## config.mk

```make
export PLATFORM = sky130hd
export DESIGN_NAME = ip_ascii8_mapper
export DESIGN_NICKNAME = d
export VERILOG_FILES = /design/src/rtl/ip_msx_pkg.sv /design/src/rtl/ip_ascii8_bank_regs.sv /design/src/rtl/ip_ascii8_mapper.sv
export SDC_FILE = /design/constraint.sdc
export NUM_CORES = 1
export LEC_CHECK = 0
export BUFFER_PORTS_ARGS = -buffer_cell sky130_fd_sc_hd__clkbuf_2
export CORE_ASPECT_RATIO = 0.9
export CORE_MARGIN = 10
export CORE_UTILIZATION = 54
export DETAILED_ROUTE_END_ITERATION = 12
export HOLD_SLACK_MARGIN = 0.02
export PLACE_DENSITY = 0.79
export SYNTH_ARGS = -nofsm -noshare
export SYNTH_HDL_FRONTEND = slang
export SYNTH_SLANG_ARGS = --single-unit
export TNS_END_PERCENT = 100
```

## constraint.sdc

```tcl
create_clock -name clk -period 2.1 [get_ports clk]
set_input_delay 0.21 -clock clk [delete_from_list [all_inputs] [get_ports clk]]
set_output_delay 0.21 -clock clk [all_outputs]
set_load 0.01 [all_outputs]
```

## src/rtl/ip_msx_pkg.sv

```systemverilog
// ip_msx_pkg: shared constants for the MSX cartridge mapper blocks.
package ip_msx_pkg;
  localparam logic [1:0] ST_IDLE    = 2'd0;
  localparam logic [1:0] ST_FETCH   = 2'd1;
  localparam logic [1:0] ST_RESP    = 2'd2;
  localparam logic [1:0] ST_RELEASE = 2'd3;
  localparam logic [15:0] PAGE0_BASE = 16'h4000;
  localparam logic [15:0] PAGE1_BASE = 16'h6000;
  localparam logic [15:0] PAGE2_BASE = 16'h8000;
  localparam logic [15:0] PAGE3_BASE = 16'hA000;
  localparam logic [15:0] PAGE_SIZE  = 16'h2000;
  localparam logic [4:0] BANK_PREFIX0 = 5'b01100;
  localparam logic [4:0] BANK_PREFIX1 = 5'b01101;
  localparam logic [4:0] BANK_PREFIX2 = 5'b01110;
  localparam logic [4:0] BANK_PREFIX3 = 5'b01111;
  localparam logic [7:0] TIMEOUT_FILL = 8'hFF;
  // Pages 4000h..A000h map to selects 0..3 via address bits [15:13].
  function automatic logic [1:0] page_sel(input logic [2:0] page);
    return 2'(page - 3'd2);
  endfunction
endpackage

```

## src/rtl/ip_ascii8_bank_regs.sv

```systemverilog
// ip_ascii8_bank_regs: four ASCII8 bank registers with write decode and page read mux.
module ip_ascii8_bank_regs
  import ip_msx_pkg::*;
#(
  parameter int BANK_BITS = 8
) (
  input  logic                 clk,
  input  logic                 n_reset,
  input  logic                 wr_en,
  input  logic [4:0]           wr_prefix,
  input  logic [7:0]           wr_data,
  input  logic [1:0]           sel,
  output logic [BANK_BITS-1:0] page_bank
);
  logic [BANK_BITS-1:0] bank_q [4];
  logic [BANK_BITS-1:0] bank_d [4];
  logic                 wr_hit;
  always_comb begin
    wr_hit = wr_en && (wr_prefix[4:2] == BANK_PREFIX0[4:2]);
    bank_d = bank_q;
    if (wr_hit) bank_d[wr_prefix[1:0]] = wr_data[BANK_BITS-1:0];
    page_bank = bank_q[sel];
  end
  always_ff @(posedge clk or negedge n_reset)
    if (!n_reset) bank_q <= '{default: '0};
    else bank_q <= bank_d;
endmodule

```

## src/rtl/ip_ascii8_mapper.sv

```systemverilog
// ip_ascii8_mapper: ASCII8 MegaROM mapper translating Z80 reads into req/ack ROM fetches.
module ip_ascii8_mapper
  import ip_msx_pkg::*;
#(
  parameter int BANK_BITS = 8,
  parameter int TIMEOUT   = 63
) (
  input  logic                    clk,
  input  logic                    n_reset,
  input  logic [15:0]             bus_address,
  input  logic                    bus_memory_read,
  input  logic                    bus_memory_write,
  input  logic [7:0]              bus_write_data,
  output logic                    bus_read_ready,
  output logic [7:0]              bus_read_data,
  output logic [13+BANK_BITS-1:0] mem_address,
  output logic                    mem_req,
  input  logic                    mem_ack,
  input  logic [7:0]              mem_rdata
);
  localparam int AW = 13 + BANK_BITS;
  localparam int CW = $clog2(TIMEOUT + 1);
  logic                 read_q, write_q, rd_start, wr_start, in_range, timed_out;
  logic [1:0]           state_q, state_d, sel;
  logic [CW-1:0]        cnt_q, cnt_d;
  logic [BANK_BITS-1:0] page_bank;
  logic [AW-1:0]        addr_q, addr_d;
  logic                 req_q, req_d, ready_q, ready_d;
  logic [7:0]           data_q, data_d;
  ip_ascii8_bank_regs #(.BANK_BITS(BANK_BITS)) u_banks (
    .clk      (clk),
    .n_reset  (n_reset),
    .wr_en    (wr_start),
    .wr_prefix(bus_address[15:11]),
    .wr_data  (bus_write_data),
    .sel      (sel),
    .page_bank(page_bank)
  );
  always_comb begin
    rd_start  = bus_memory_read & ~read_q;
    wr_start  = bus_memory_write & ~write_q;
    in_range  = (bus_address >= PAGE0_BASE) && (bus_address < PAGE3_BASE + PAGE_SIZE);
    sel       = page_sel(bus_address[15:13]);
    timed_out = cnt_q == CW'(TIMEOUT);
    state_d   = state_q;
    cnt_d     = cnt_q;
    addr_d    = addr_q;
    req_d     = req_q;
    data_d    = data_q;
    ready_d   = 1'b0;
    case (state_q)
      ST_IDLE:
        if (rd_start && in_range) begin
          addr_d  = {page_bank, bus_address[12:0]};
          req_d   = 1'b1;
          cnt_d   = '0;
          state_d = ST_FETCH;
        end
      ST_FETCH:
        if (mem_ack || timed_out) begin
          data_d  = mem_ack ? mem_rdata : TIMEOUT_FILL;
          req_d   = 1'b0;
          ready_d = 1'b1;
          state_d = ST_RESP;
        end else begin
          cnt_d = cnt_q + CW'(1);
        end
      ST_RESP:
        state_d = ST_RELEASE;
      default:
        state_d = bus_memory_read ? ST_RELEASE : ST_IDLE;
    endcase
  end
  // Reset drops mem_req immediately; the memory side tolerates abandoned requests.
  always_ff @(posedge clk or negedge n_reset)
    if (!n_reset) begin
      read_q  <= 1'b0;
      write_q <= 1'b0;
      state_q <= ST_IDLE;
      cnt_q   <= '0;
      addr_q  <= '0;
      req_q   <= 1'b0;
      ready_q <= 1'b0;
      data_q  <= 8'h00;
    end else begin
      read_q  <= bus_memory_read;
      write_q <= bus_memory_write;
      state_q <= state_d;
      cnt_q   <= cnt_d;
      addr_q  <= addr_d;
      req_q   <= req_d;
      ready_q <= ready_d;
      data_q  <= data_d;
    end
  assign bus_read_ready = ready_q;
  assign bus_read_data  = data_q;
  assign mem_address    = addr_q;
  assign mem_req        = req_q;
endmodule

```

==> metrics.cfg, run 1 <==
[sta]
timing.final.hold_violations = 0
timing.final.setup_violations = 0
final_cycle_utilization_of_the_critical_path_pct = 86.6
finalWorstPathRequiredPeriod_ns = 1.82
drv_slew = 0
worst-slew-pin-transition_ns = 0.579
fin_skew_ns = 0.00616
maxSlewHeadroom_pct = 61.4
maxClockFrequency_mhz = 550
worst_case_hold_slack_ns = 0.0485
fin_tns_setup_ns = 0
grt_setup_unrepaired = false

[pwr]
static-leakage-power_uw = 0.00190
power.total_uw = 4440
cellPowerDensity_mw_per_mm2 = 1150
max-vdd-ir-drop_uv = 763

[final_layout]
layout_cell_share_with_drive_strength_beyond_1_pct = 52.5
num_antenna_cells = 0
area_added_between_synthesis_and_finish_pct = 20.9
fill_cells = 410
layout.nets = 334
post_layout_nonfiller_instances = 367

[critical_path]
critical_path.max_fanout = 9
critical_path.startpoint_type = flop
worstRegToRegCells = 6
critical_path_slowest_stage_cell = sky130_fd_sc_hd__dfrtp_1
worst_ep_required_time_ns = 2.33
worst_ep_arrival_time_ns = 2.05
worstPathCellList = inv_1, ha_1, inv_1, o32ai_4, o21ai_1, a32o_1
crit_path_max_incr_delay_ns = 0.42
cp-end-kind = flop
most_frequent_cp_cell = sky130_fd_sc_hd__inv_1
worstSetupPathType = reg -> reg

[min_path]
worst_hold_path_stage_count = 1
hold_class = in -> reg

[logic_synthesis]
synth.net_count = 252
share_of_synthesized_flip_flops_with_an_asynchronous_set_or_reset_pct = 100
prevailing_post_synth_register_cell = sky130_fd_sc_hd__dfrtp_1
synth_sequential_area_ratio_pct = 57.0
synth_top_family_by_area = multiplexers
synth_largest_area_cell = sky130_fd_sc_hd__dfrtp_1
yosys.area_share.adder_pct = 1.95
synth_compound_area_share_pct = 7.34
muxShareOfSynthArea_pct = 25.5
main_area_contributors_after_synthesis = sky130_fd_sc_hd__dfrtp_1 (57%), sky130_fd_sc_hd__mux2_2 (19%), sky130_fd_sc_hd__mux4_1 (4.1%)
synth.top_cell.area_share_pct = 57.0
yosysWarnings = 0
synth-xor-area-share_pct = 0.273
simple_gate_fraction_of_synth_area_pct = 6.13
syn-instance-count = 210
synth.avg_cell_area_sq_um = 15.3
synthesis.area_sq_mm = 0.00321
ys_types = 40
synth_edf_count = 0
ys_ff_latch = 73

[clock_network]
cts.path.max_buffers = 2
holdBufCountCts = 1
clock-sinks = 73
cts_root_buf = sky130_fd_sc_hd__clkbuf_8
clock_tree_from_tritoncts = done
clk_pin_slew_worst_paths_ns = 0.07
clock_latency_of_the_later_clocked_register_in_the_worst_skew_pair_ns = 0.34
cts_buffers = 9
cts_repair_resize_count = 0
maximum_level_of_the_cts_h_tree = 3
cts.repair_timing.setup_buffer_count = 0

[detailed_routing]
routed_wirelength_um = 6470
drcViolationCount = 0
routed_wire_length_per_instance_um = 17.6
drtIter0Drc = 62
routed-via-count = 2045
drt_first_pass_iters = 4
final_antenna_net_count = 0
routed_via_density = 5.57

[global_routing]
grt_max_degree = 46
wire_length_of_the_first_global_routing_pass_um = 11000
grt_antenna_before_repair = 0
globalRoute.totalOverflow = 0
total_routing_usage_reported_by_global_routing_pct = 14.7
grt_pass1_vias = 2244

[floorplanning]
start_util_pct = 56.0
die_w_um = 101
core_sq_mm = 0.00573
ioPinCount = 68
die_h_um = 93.1
design.die.area_sq_mm = 0.00943
fp-row-count = 26

[run]
maxCapViolCount = 0

[run_status]
outcome = finished clean

[place]
gp_congestion = 0.787
port_buffers = 67
dpl.cell_count = 349
dpl.hpwl_um = 4800

state kept, by name, indices dropped and copies added, names as in the netlist:
register,cells
mem_address,21
u_banks.bank_q,32
write_q,1
bus_read_data,8
bus_read_ready,1
read_q,1
state_q,2
mem_req,1
cnt_q,6
path summary, 6_finish.rpt:
check	end	from	slack, ns
worst min-delay path	write_q$_DFF_PN0_	bus_memory_write	0.05
worst max-delay path	cnt_q[0]$_DFFE_PN0P_	state_q[1]$_DFFE_PN0P_	0.28
worst min register to register	bus_read_data[3]$_DFFE_PN0P_	bus_read_data[3]$_DFFE_PN0P_	0.49
worst max register to register	cnt_q[0]$_DFFE_PN0P_	state_q[1]$_DFFE_PN0P_	0.28
min in group asynchronous	u_banks.bank_q[17]$_DFFE_PN0P_	n_reset	0.41
max in group asynchronous	u_banks.bank_q[5]$_DFFE_PN0P_	n_reset	1.14
report_power, final:
part           internal (uW)  switching, uW
combinational            694            661
clock                    579            484
sequential              1800            220
total                   3080           1360
metrics by stage:
stage | setup slack [ns] | cell area, sq um | util, %
5_1_grt | 0.124 | 3880 | 67.7
6_report | 0.280 | 3880 | 67.7
2_1_floorplan | 0.277 | 3210 | -
3_3_place_gp | 0.343 | 3670 | 64.1
4_1_cts | 0.285 | 3870 | 67.5
3_5_place_dp | 0.302 | 3670 | 64.1
metal layers:
layer  part of all wire [%]  track usage, %  vias up  wire length, um
met5                      0               0        -                0
met4                    1.7            4.52        0              107
met3                    9.3            8.02       10              601
met2                     46            22.4       66             2970
met1                     43            17.5     1019             2790
li1                       -               -      950                -
cell type report:
cell class | count | area [sq um] | share of cell area (%)
Inverter | 6 | 22.5 | 0.581
Sequential cell | 73 | 1830 | 47.1
Clock inverter | 3 | 40.0 | 1.03
Multi-Input combinational cell | 126 | 1330 | 34.2
Timing Repair Buffer | 76 | 423 | 10.9
Clock buffer | 13 | 149 | 3.84
Tap cell | 70 | 87.6 | 2.26
Yosys cell counts (2+ instances only):
cell type / n
sky130_fd_sc_hd__a21oi_1: 7
sky130_fd_sc_hd__buf_2: 2
sky130_fd_sc_hd__buf_6: 2
sky130_fd_sc_hd__dfrtp_1: 73
sky130_fd_sc_hd__ha_1: 5
sky130_fd_sc_hd__inv_1: 6
sky130_fd_sc_hd__mux2_2: 55
sky130_fd_sc_hd__mux4_1: 5
sky130_fd_sc_hd__mux4_2: 3
sky130_fd_sc_hd__nand2_1: 6
sky130_fd_sc_hd__nand3_1: 4
sky130_fd_sc_hd__nor2_1: 3
sky130_fd_sc_hd__nor3b_4: 2
sky130_fd_sc_hd__o21ai_0: 4
sky130_fd_sc_hd__o22a_1: 8
cell families after synthesis:
logic type,after synthesis
flip-flops,73
multiplexers,63
AO/OA/AOI/OAI,30
AND/OR/NAND/NOR,27
buffers and inverters,11
adder cells (fa/ha/maj),5
XOR/XNOR,1
worst max-delay path, delay by kind of cell, from the launching register on:
kind | cells | cell delay [ns]
buf+inv | 2 | 0.30
fa+ha+maj | 1 | 0.35
flops | 1 | 0.42
compound gates | 3 | 0.65
placed cells by master, fill, tap and decap left out, types with 2 or more instances in the layout:
master / instances
sky130_fd_sc_hd__inv_1: 6
sky130_fd_sc_hd__nand2_1: 6
sky130_fd_sc_hd__nor3b_4: 2
sky130_fd_sc_hd__nor3_4: 2
sky130_fd_sc_hd__o22a_1: 8
sky130_fd_sc_hd__mux2_2: 55
sky130_fd_sc_hd__nand3_1: 4
sky130_fd_sc_hd__clkbuf_8: 10
sky130_fd_sc_hd__mux4_1: 5
sky130_fd_sc_hd__a21oi_1: 7
sky130_fd_sc_hd__dfrtp_1: 73
sky130_fd_sc_hd__mux4_2: 3
sky130_fd_sc_hd__clkbuf_1: 3
sky130_fd_sc_hd__clkbuf_2: 66
sky130_fd_sc_hd__buf_4: 7
sky130_fd_sc_hd__clkinv_2: 2
sky130_fd_sc_hd__nor2_1: 3
sky130_fd_sc_hd__ha_1: 5
sky130_fd_sc_hd__dlygate4sd3_1: 2
sky130_fd_sc_hd__o21ai_0: 4
Power figures use the tool's default switching activity.
==> run 2, diff against run 1 <==
- CORE_UTILIZATION: 54 -> 55
- PLACE_DENSITY: 0.79 -> 0.8
- SYNTH_HIERARCHICAL: unset -> 1
==> metrics.cfg, run 2 <==
[sta]
timing.final.setup_violations = 0
grt_setup_unrepaired = false
worst-slew-pin-transition_ns = 0.549
fin_tns_setup_ns = 0
finalWorstPathRequiredPeriod_ns = 1.97
fin_skew_ns = 0.00928
final_cycle_utilization_of_the_critical_path_pct = 94.0
layout_setup_ws_ns = 0.127
drv_slew = 0
maxClockFrequency_mhz = 507
timing.final.hold_violations = 0
maxSlewHeadroom_pct = 63.4

[place]
gp_congestion = 0.836
place_area_sq_mm = 0.00382
dpl.hpwl_um = 5120
post-place-ws_ns = 0.308
port_buffers = 67

[final_layout]
largest-register = u_banks/bank_q
layout.nets = 350
area_added_between_synthesis_and_finish_pct = 21.7
layout_cell_share_with_drive_strength_beyond_1_pct = 51.4
final_common_cell = sky130_fd_sc_hd__dfrtp_1
design_area_sq_mm = 0.00410
num_antenna_cells = 0
largest_reg_flops = 32
final_cell_mix = sky130_fd_sc_hd__dfrtp_1 (73), sky130_fd_sc_hd__clkbuf_2 (66), sky130_fd_sc_hd__mux2_2 (29)

[floorplanning]
design.die.area_sq_mm = 0.00967
die_w_um = 103
ioPinCount = 68
core_sq_mm = 0.00582
die_h_um = 94.3
fp-row-count = 26
start_util_pct = 57.9

[critical_path]
worstSetupPathType = in -> reg
critical_path_slowest_stage_cell = sky130_fd_sc_hd__or3_1
critical_path.max_fanout = 8
crit_path_max_incr_delay_ns = 0.59
setup.reg_to_reg.worst_slack_ns = 0.29
worst_ep_required_time_ns = 2.33
crit_buf_inv = 2
worstPathCellList = dlygate4sd3_1, clkbuf_2, nor2b_1, nand4b_4, or3_1, mux2_4
critical_path.startpoint_type = primary input
cp-end-kind = flop
worst_path_dominant_cell_family = simple AND/OR/NAND/NOR gates
worst_ep_arrival_time_ns = 2.21

[detailed_routing]
drt_first_pass_iters = 4
final_antenna_net_count = 0
drtIter0Drc = 85
routed_via_density = 5.57
routed_wirelength_um = 7000
routed-via-count = 2132
routed_wire_length_per_instance_um = 18.3
drcViolationCount = 0

[run]
maxCapViolCount = 0

[pwr]
internal_power_uw = 3410
static-leakage-power_uw = 0.00203
power_share_of_the_combinational_group_pct = 30.6
power.clock.fraction_pct = 27.6
power.switching_uw = 1480
max-vdd-ir-drop_uv = 598
switching_share_pct = 30.2
cellPowerDensity_mw_per_mm2 = 1190
power_frac_seq_pct = 41.8

[logic_synthesis]
synth.top_cell.area_share_pct = 54.2
yosysWarnings = 6
synth.net_count = 269
post-synth-top-count-cell = sky130_fd_sc_hd__dfrtp_1
synth_compound_area_share_pct = 6.27
synth_edf_count = 0
netlist_top_cells_count = sky130_fd_sc_hd__dfrtp_1 (73), sky130_fd_sc_hd__mux2_2 (29), sky130_fd_sc_hd__mux2_4 (24)
prevailing_post_synth_register_cell = sky130_fd_sc_hd__dfrtp_1
synth-xor-area-share_pct = 0.519
yosys.area_share.adder_pct = 1.85
muxShareOfSynthArea_pct = 27.0
synth_top_family_by_area = multiplexers
synth_largest_area_cell = sky130_fd_sc_hd__dfrtp_1
simple_gate_fraction_of_synth_area_pct = 8.05
ys_ff_latch = 73
synth.avg_cell_area_sq_um = 14.9
ys_types = 43
share_of_synthesized_flip_flops_with_an_asynchronous_set_or_reset_pct = 100
synth_sequential_area_ratio_pct = 54.2
main_area_contributors_after_synthesis = sky130_fd_sc_hd__dfrtp_1 (54%), sky130_fd_sc_hd__mux2_4 (11%), sky130_fd_sc_hd__mux2_2 (9.7%)
syn-instance-count = 227
synthesis.area_sq_mm = 0.00337

[global_routing]
grt_antenna_before_repair = 0
grt_pass1_vias = 2197
wire_length_of_the_first_global_routing_pass_um = 11200
globalRoute.totalOverflow = 0
total_routing_usage_reported_by_global_routing_pct = 15.2
grt_max_degree = 37

[clock_network]
clock-sinks = 73
clock_tree_from_tritoncts = done
cts.repair_timing.setup_buffer_count = 0
cts.path.max_buffers = 2
maximum_level_of_the_cts_h_tree = 3
clock_latency_of_the_later_clocked_register_in_the_worst_skew_pair_ns = 0.35
clk_pin_slew_worst_paths_ns = 0.08
cts_root_buf = sky130_fd_sc_hd__clkbuf_8
cts_buffers = 9

[min_path]
hold_class = in -> reg

[run_status]
outcome = finished clean

==> run 2: cell types whose count changed in the layout (fill, tap and decap cells not counted), sizes merged, moves of 3 or more <==
cell / before / now
nand2: 7 / 11
nand4b: 1 / 4
clkbuf: 79 / 75
nor4: 0 / 4
o21ai: 5 / 9
==> run 2: logic make-up after synthesis <==
| kind of cell | Yosys count |
|---|---|
| buffers and inverters | 13 |
| multiplexers | 65 |
| AND/OR/NAND/NOR | 40 |
| AO/OA/AOI/OAI | 29 |
| XOR/XNOR | 2 |
| adder cells (fa/ha/maj) | 5 |
| flip-flops | 73 |
==> run 2: path summary, 6_finish.rpt <==
check	from	to	depth (start not counted)
max	bus_memory_write	u_banks/bank_q[28]$_DFFE_PN0P_	6
min	mem_rdata[2]	bus_read_data[2]$_DFFE_PN0P_	2
max reg2reg	write_q$_DFF_PN0_	u_banks/bank_q[28]$_DFFE_PN0P_	4
min reg2reg	u_banks/bank_q[12]$_DFFE_PN0P_	u_banks/bank_q[12]$_DFFE_PN0P_	1
max in group asynchronous	n_reset	write_q$_DFF_PN0_	3
min in group asynchronous	n_reset	cnt_q[5]$_DFFE_PN0P_	2
==> run 2: metal layers <==
metal | global-route usage, % | up-vias | wire length, um
li1 | - | 1001 | -
met1 | 18.7 | 1052 | 3030
met2 | 23.8 | 73 | 3320
met3 | 6.18 | 6 | 583
met4 | 5.05 | 0 | 67
met5 | 0 | - | 0
==> run 2: final cells by class <==
cell class              count  area, sq um
clock buffers               9          124
repair buffers             77          443
flip-flops and latches     73         1830
clock inverters             7          128
well taps                  70         87.6
inverters                   6         22.5
fillers                   405         1720
multi-input cells         141         1470
==> run 2: stage by stage <==
stage                     hold WS (ns)  utilization (%)  total power [uW]  std cells
final                           0.0678             70.5              4890        383
after detailed placement         0.223             65.6              3590        364
after floorplan                -0.0856                -              2980        227
after global placement           0.218             65.6              3510        364
after global routing            0.0555             70.5              5190        383
after CTS                       0.0526             70.5              4960        383
==> run 2: worst register-to-register path, delay by kind of cell, from the launching register on <==
kind             cells  cell delay [ns]
muxes                1             0.38
DFF                  1             0.36
and+or+nand+nor      3             0.95
==> run 2: timing repair <==
item,CTS,global route
hold buffers,3,0
gates resized for setup,0,0
endpoints found under the hold margin,22,0
==> run 2: power by group through the flow <==
stage | clock network [uW] | logic [uW] | registers, uW
finish | 1350 | 1490 | 2040
global placement | 0 | 1460 | 2050
CTS | 1390 | 1530 | 2050
global route | 1440 | 1640 | 2100
detailed placement | 0 | 1510 | 2070
floorplan | 0 | 826 | 2160
